[config.mk]
export PLATFORM = sky130hd
export DESIGN_NAME = mmul_tile_controller_flat
export DESIGN_NICKNAME = d
export VERILOG_FILES = /design/src/rtl/mmul_tile_controller_if.sv /design/src/rtl/mmul_tile_controller.sv /design/src/flat_wrapper.sv
export SDC_FILE = /design/constraint.sdc
export NUM_CORES = 1
export LEC_CHECK = 0
export BUFFER_PORTS_ARGS = -buffer_cell sky130_fd_sc_hd__buf_2
export CAP_MARGIN = 30
export CELL_PAD_IN_SITES_DETAIL_PLACEMENT = 1
export CELL_PAD_IN_SITES_GLOBAL_PLACEMENT = 2
export CORE_AREA = 3 3 73 75
export CTS_CLUSTER_SIZE = 20
export DETAILED_ROUTE_END_ITERATION = 6
export DIE_AREA = 0 0 76 78
export GPL_TIMING_DRIVEN = 0
export PLACE_DENSITY = 0.76
export SLEW_MARGIN = 0
export SYNTH_ARGS = -nofsm -noshare
export SYNTH_HDL_FRONTEND = slang
export SYNTH_SLANG_ARGS = --single-unit
export TNS_END_PERCENT = 20
[constraint.sdc]
create_clock -name clk -period 3.2 [get_ports clk]
set_input_delay 0.48 -clock clk [delete_from_list [all_inputs] [get_ports clk]]
set_output_delay 0.48 -clock clk [all_outputs]
set_load 0.01 [all_outputs]
[src/rtl/mmul_tile_controller_if.sv]
// Handshake bundle between the tile controller, the A/B input slaves,
// the systolic array and the result output master.
interface mmul_tile_controller_if #(
  parameter int N     = 4,
  parameter int K_MAX = 256
);
  localparam int KW = $clog2(K_MAX + 1);
  localparam int RW = $clog2(N);

  logic          start;
  logic [KW-1:0] k_len;
  logic          busy;
  logic          done;
  logic          a_valid;
  logic          a_ready;
  logic          b_valid;
  logic          b_ready;
  logic          arr_en;
  logic          arr_clear;
  logic          arr_feed_zero;
  logic [RW-1:0] res_row_sel;
  logic          res_valid;
  logic          res_ready;

  modport master (
    input  start, k_len, a_valid, b_valid, res_ready,
    output busy, done, a_ready, b_ready,
    output arr_en, arr_clear, arr_feed_zero,
    output res_row_sel, res_valid
  );

  modport slave (
    output start, k_len, a_valid, b_valid, res_ready,
    input  busy, done, a_ready, b_ready,
    input  arr_en, arr_clear, arr_feed_zero,
    input  res_row_sel, res_valid
  );
endinterface

[src/rtl/mmul_tile_controller.sv]
// Output-stationary NxN systolic tile sequencer:
// clear, joint A/B feed, drain, row readout.
module mmul_tile_controller #(
  parameter int N     = 4,
  parameter int K_MAX = 256
) (
  input logic                   clk,
  input logic                   reset_n,
  mmul_tile_controller_if.master bus
);
  localparam int KW = $clog2(K_MAX + 1);
  localparam int RW = $clog2(N);
  localparam int DW = $clog2(2 * N);
  localparam int CW = (KW > DW) ? KW : DW;

  localparam logic [CW-1:0] ONE    = CW'(1);
  localparam logic [CW-1:0] KMAX_C = CW'(K_MAX);
  localparam logic [CW-1:0] DLAST  = CW'(2 * N - 2);
  localparam logic [CW-1:0] RLAST  = CW'(N - 1);

  typedef enum logic [2:0] {
    IDLE, CLEAR, FEED, DRAIN, OUTPUT
  } state_t;

  state_t        state;
  logic [CW-1:0] cnt;
  logic [CW-1:0] kl;
  logic [CW-1:0] kext;
  logic          done_q;
  logic          fire;

  assign kext = CW'(bus.k_len);
  assign fire = bus.a_valid & bus.b_valid;

  // One shared counter: beats in FEED, cycles in DRAIN, rows in OUTPUT.
  always_ff @(posedge clk or negedge reset_n) begin
    if (!reset_n) begin
      state  <= IDLE;
      cnt    <= '0;
      kl     <= '0;
      done_q <= 1'b0;
    end else begin
      done_q <= 1'b0;
      unique case (state)
        IDLE: begin
          if (bus.start) begin
            if (bus.k_len == '0) begin
              done_q <= 1'b1;
            end else begin
              kl    <= (kext > KMAX_C) ? KMAX_C : kext;
              state <= CLEAR;
            end
          end
        end
        CLEAR: begin
          cnt   <= '0;
          state <= FEED;
        end
        FEED: begin
          if (fire) begin
            if (cnt == kl - ONE) begin
              cnt   <= '0;
              state <= DRAIN;
            end else begin
              cnt <= cnt + ONE;
            end
          end
        end
        DRAIN: begin
          if (cnt == DLAST) begin
            cnt   <= '0;
            state <= OUTPUT;
          end else begin
            cnt <= cnt + ONE;
          end
        end
        OUTPUT: begin
          if (bus.res_ready) begin
            if (cnt == RLAST) begin
              cnt    <= '0;
              done_q <= 1'b1;
              state  <= IDLE;
            end else begin
              cnt <= cnt + ONE;
            end
          end
        end
        default: state <= IDLE;
      endcase
    end
  end

  // Ready is cross-coupled to the other stream's valid: no comb loop.
  always_comb begin
    bus.busy          = (state != IDLE);
    bus.done          = done_q;
    bus.a_ready       = 1'b0;
    bus.b_ready       = 1'b0;
    bus.arr_en        = 1'b0;
    bus.arr_clear     = 1'b0;
    bus.arr_feed_zero = 1'b0;
    bus.res_valid     = 1'b0;
    bus.res_row_sel   = '0;
    unique case (state)
      CLEAR: bus.arr_clear = 1'b1;
      FEED: begin
        bus.a_ready = bus.b_valid;
        bus.b_ready = bus.a_valid;
        bus.arr_en  = fire;
      end
      DRAIN: begin
        bus.arr_en        = 1'b1;
        bus.arr_feed_zero = 1'b1;
      end
      OUTPUT: begin
        bus.res_valid   = 1'b1;
        bus.res_row_sel = cnt[RW-1:0];
      end
      default: ;
    endcase
  end
endmodule

[src/flat_wrapper.sv]
// flat-port wrapper written by rule: the top's interface ports become plain ports
module mmul_tile_controller_flat 
#(
  parameter int N     = 4,
  parameter int K_MAX = 256
)
  (clk, reset_n, bus_start, bus_k_len, bus_a_valid, bus_b_valid, bus_res_ready, bus_busy, bus_done, bus_a_ready, bus_b_ready, bus_arr_en, bus_arr_clear, bus_arr_feed_zero, bus_res_row_sel, bus_res_valid);
  mmul_tile_controller_if #(.N(N), .K_MAX(K_MAX)) bus_i ();
  input logic clk;
  input logic reset_n;
  input wire logic [$bits(bus_i.start)-1:0] bus_start;
  input wire logic [$bits(bus_i.k_len)-1:0] bus_k_len;
  input wire logic [$bits(bus_i.a_valid)-1:0] bus_a_valid;
  input wire logic [$bits(bus_i.b_valid)-1:0] bus_b_valid;
  input wire logic [$bits(bus_i.res_ready)-1:0] bus_res_ready;
  output wire logic [$bits(bus_i.busy)-1:0] bus_busy;
  output wire logic [$bits(bus_i.done)-1:0] bus_done;
  output wire logic [$bits(bus_i.a_ready)-1:0] bus_a_ready;
  output wire logic [$bits(bus_i.b_ready)-1:0] bus_b_ready;
  output wire logic [$bits(bus_i.arr_en)-1:0] bus_arr_en;
  output wire logic [$bits(bus_i.arr_clear)-1:0] bus_arr_clear;
  output wire logic [$bits(bus_i.arr_feed_zero)-1:0] bus_arr_feed_zero;
  output wire logic [$bits(bus_i.res_row_sel)-1:0] bus_res_row_sel;
  output wire logic [$bits(bus_i.res_valid)-1:0] bus_res_valid;
  assign bus_i.start = bus_start;
  assign bus_i.k_len = bus_k_len;
  assign bus_i.a_valid = bus_a_valid;
  assign bus_i.b_valid = bus_b_valid;
  assign bus_i.res_ready = bus_res_ready;
  assign bus_busy = bus_i.busy;
  assign bus_done = bus_i.done;
  assign bus_a_ready = bus_i.a_ready;
  assign bus_b_ready = bus_i.b_ready;
  assign bus_arr_en = bus_i.arr_en;
  assign bus_arr_clear = bus_i.arr_clear;
  assign bus_arr_feed_zero = bus_i.arr_feed_zero;
  assign bus_res_row_sel = bus_i.res_row_sel;
  assign bus_res_valid = bus_i.res_valid;
  mmul_tile_controller #(.N(N), .K_MAX(K_MAX)) u_core (.clk(clk), .reset_n(reset_n), .bus(bus_i));
endmodule
==> run_results.csv <==
group,metric,value,unit
floorplan,core_area,4720,um2
clocking,htree_num_levels,1,
clocking,cts_hold_buf,0,
worst_setup_path,worstPathRequired,3.34,ns
power_and_ir_drop,p_leak,0.788,nW
yosys,netlist_area,1630,um2
min_path,worst_hold_path_type,"input port to async pin",
flow_run,cap_violations,0,
clocking,path_clk_slew,0.09,ns
timing,finalSetupTns,0,ns
place,gp_congestion,0.804,
routing,postRouteAntennaNets,0,
yosys,yosysUniqueCellTypes,52,
floorplan,num_io_pins,25,
yosys,synth_nets,210,
global_routing,grt_use_total,0.165,
timing,fin_crit,2.52,ns
clocking,clock_sinks,22,
routing,post_drt_via_cell_ratio,5.30,
yosys,synth_warnings,0,
timing,rsz0062_at_grt,"false",
clocking,cts_made_buffers,3,
yosys,yosys.area.top_type,"dfrtp_1",
yosys,synth.avg_cell_area,8.48,um2
worst_setup_path,rrSetupSlack,0.68,ns
worst_setup_path,r2r_cells,9,
yosys,ys_seq_elements,22,
place,io_buffers,23,
worst_setup_path,path_class,"flop to flop",
clocking,cts_tree,"done",
clocking,clock_latency,0.27,ns
worst_setup_path,rr_endpoint,"u_core.cnt[7]$_DFFE_PN0P_",
worst_setup_path,crit_arrival,2.66,ns
clocking,clock_path_buffers,2,
global_routing,grt_pass1_wl,7870,um
final_layout,drive_gt1_frac,0.183,
timing,slew-limit-headroom,0.620,
floorplan,start_util,0.345,
worst_setup_path,path_max_fanout,8,
routing,routed_wl,4560,um
power_and_ir_drop,ir_drop,0.345,mV
global_routing,antenna_found_initial,0,
worst_setup_path,reg2reg_from,"u_core.kl[0]$_DFFE_PN0P_",
timing,finClkSkew,0.00141,ns
routing,drc,0,
routing,num_vias,1516,
worst_setup_path,startpoint,"u_core.kl[0]$_DFFE_PN0P_",
final_layout,syn_to_final_growth,16.6,%
final_layout,antenna_cells,0,
worst_setup_path,endpoint_kind,"flop",
routing,post_drt_wl_per_cell,15.9,um
yosys,seq_area_frac_synth,0.338,
outcome,outcome,"completed",
yosys,synth_area_leaders,"dfrtp_1, nand2b_1, nand2_1, xnor2_1, o21ai_0",
worst_setup_path,critPathLaunchType,"flop",
yosys,synth_enable_flop_cells,0,
worst_setup_path,endpoint,"u_core.cnt[7]$_DFFE_PN0P_",
global_routing,grt_pass1_vias,1621,
timing,setup_violations,0,
floorplan,rows,25,
yosys,synth.most_common_cell,"nand2_1",
yosys,netlist_top_cells_count,"nand2_1, dfrtp_1, nor2_1",
routing,first_iter_violations,50,
timing,fmax,0.397,GHz
yosys,synthArstFlopShare,1.00,
timing,drv_slew,0,
yosys,ys.flop_type,"dfrtp_1",
place,dpl.cell_count,282,
floorplan,die_area,5930,um2
global_routing,grt_max_degree,23,
timing,timing.final.crit_share,0.787,
timing,worst_pin_slew,0.567,ns
yosys,synth_top_area_frac,0.338,
place,hpwl,3580,um
timing,hold_viol_final,0,
global_routing,grt-ovfl-total,0,
floorplan,die_h,78,um
floorplan,die_w,76,um
clocking,ctsResizeCount,0,
clocking,cts_root_buf,"clkbuf_8",
power_and_ir_drop,powerDensity,854,nW/um2
clocking,cts_setup_buffers,0,
yosys,netlist_instances,192,
routing,first_pass_iters,4,
final_layout,num-nets-final,238,
final_layout,stdcell_count,286,
==> power by group <==
group / switching (mW) / internal, mW
clock network: 0.100 / 0.167
registers: 0.105 / 0.350
logic: 0.539 / 0.359
total: 0.745 / 0.876
==> registers in the layout, indices dropped and copies added, names as in the netlist <==
signal and flops:
u_core.state 3, u_core.cnt 9, u_core.kl 9, u_core.bus.done 1
==> cell usage in the layout, fill, tap and decap left out, types with 5 or more instances in the layout <==
master    count
buf_2        25
o211ai_1      5
nor3_1        7
nand2_1      23
inv_1         7
o21ai_0      14
xnor2_1       9
dfrtp_1      22
clkbuf_1      5
nand3_1       9
a21oi_1       7
nor2_1       15
nand2b_1     14
==> worst min-delay path by stage <==
stage	from	end	slack (ns)	depth (start not counted)
floorplan	reset_n	u_core.bus.done$_DFF_PN0_	0.18	0
global placement	reset_n	u_core.cnt[3]$_DFFE_PN0P_	0.48	1
detailed placement	reset_n	u_core.cnt[3]$_DFFE_PN0P_	0.49	1
CTS	reset_n	u_core.cnt[3]$_DFFE_PN0P_	0.19	1
global route	reset_n	u_core.cnt[3]$_DFFE_PN0P_	0.22	1
finish	reset_n	u_core.cnt[3]$_DFFE_PN0P_	0.17	1
==> area by class of cell <==
type | count | area, um2
Sequential cell | 22 | 551
Fill cell | 579 | 2820
Multi-Input combinational cell | 153 | 1000
Buffer | 9 | 47.5
Clock buffer | 3 | 41.3
Tap cell | 67 | 83.8
Timing Repair Buffer | 23 | 115
Clock inverter | 1 | 30.0
Inverter | 8 | 30.0
==> per-stage QoR <==
stage / util / hold slack, ns / total power, mW / worst slack, ns / cell area, um2
global placement: 0.387 / 0.482 / 1.31 / 0.778 / 1830
finish: 0.402 / 0.173 / 1.62 / 0.680 / 1900
floorplan: - / 0.184 / 1.11 / 1.13 / 1630
global route: 0.402 / 0.224 / 1.77 / 0.452 / 1900
detailed placement: 0.387 / 0.488 / 1.35 / 0.684 / 1830
CTS: 0.402 / 0.191 / 1.63 / 0.671 / 1900
==> cells by family after synthesis <==
logic type | share of synthesized area
AO/OA/AOI/OAI | 0.229
XOR/XNOR | 0.0699
adder cells (fa/ha/maj) | 0.0230
buffers and inverters | 0.0476
flip-flops | 0.338
multiplexers | 0.00691
AND/OR/NAND/NOR | 0.286
==> worst max-delay path: stages (launching register included) <==
cell and delay, ns:
dfrtp_1 0.37, buf_2 0.17, inv_1 0.07, ha_1 0.31
nor3b_1 0.41, nand4b_1 0.14, o22ai_1 0.35, o21ai_2 0.15
o21ai_4 0.29, o32ai_1 0.13
==> metal layers <==
layer,vias to the layer above,track usage,part of all wire
met1,752,0.202,0.47
li1,740,-,-
met5,-,0,0
met2,19,0.301,0.49
met4,0,0.0562,0.014
met3,5,0.0151,0.024
Note: power is estimated with default switching activity, not from simulation.
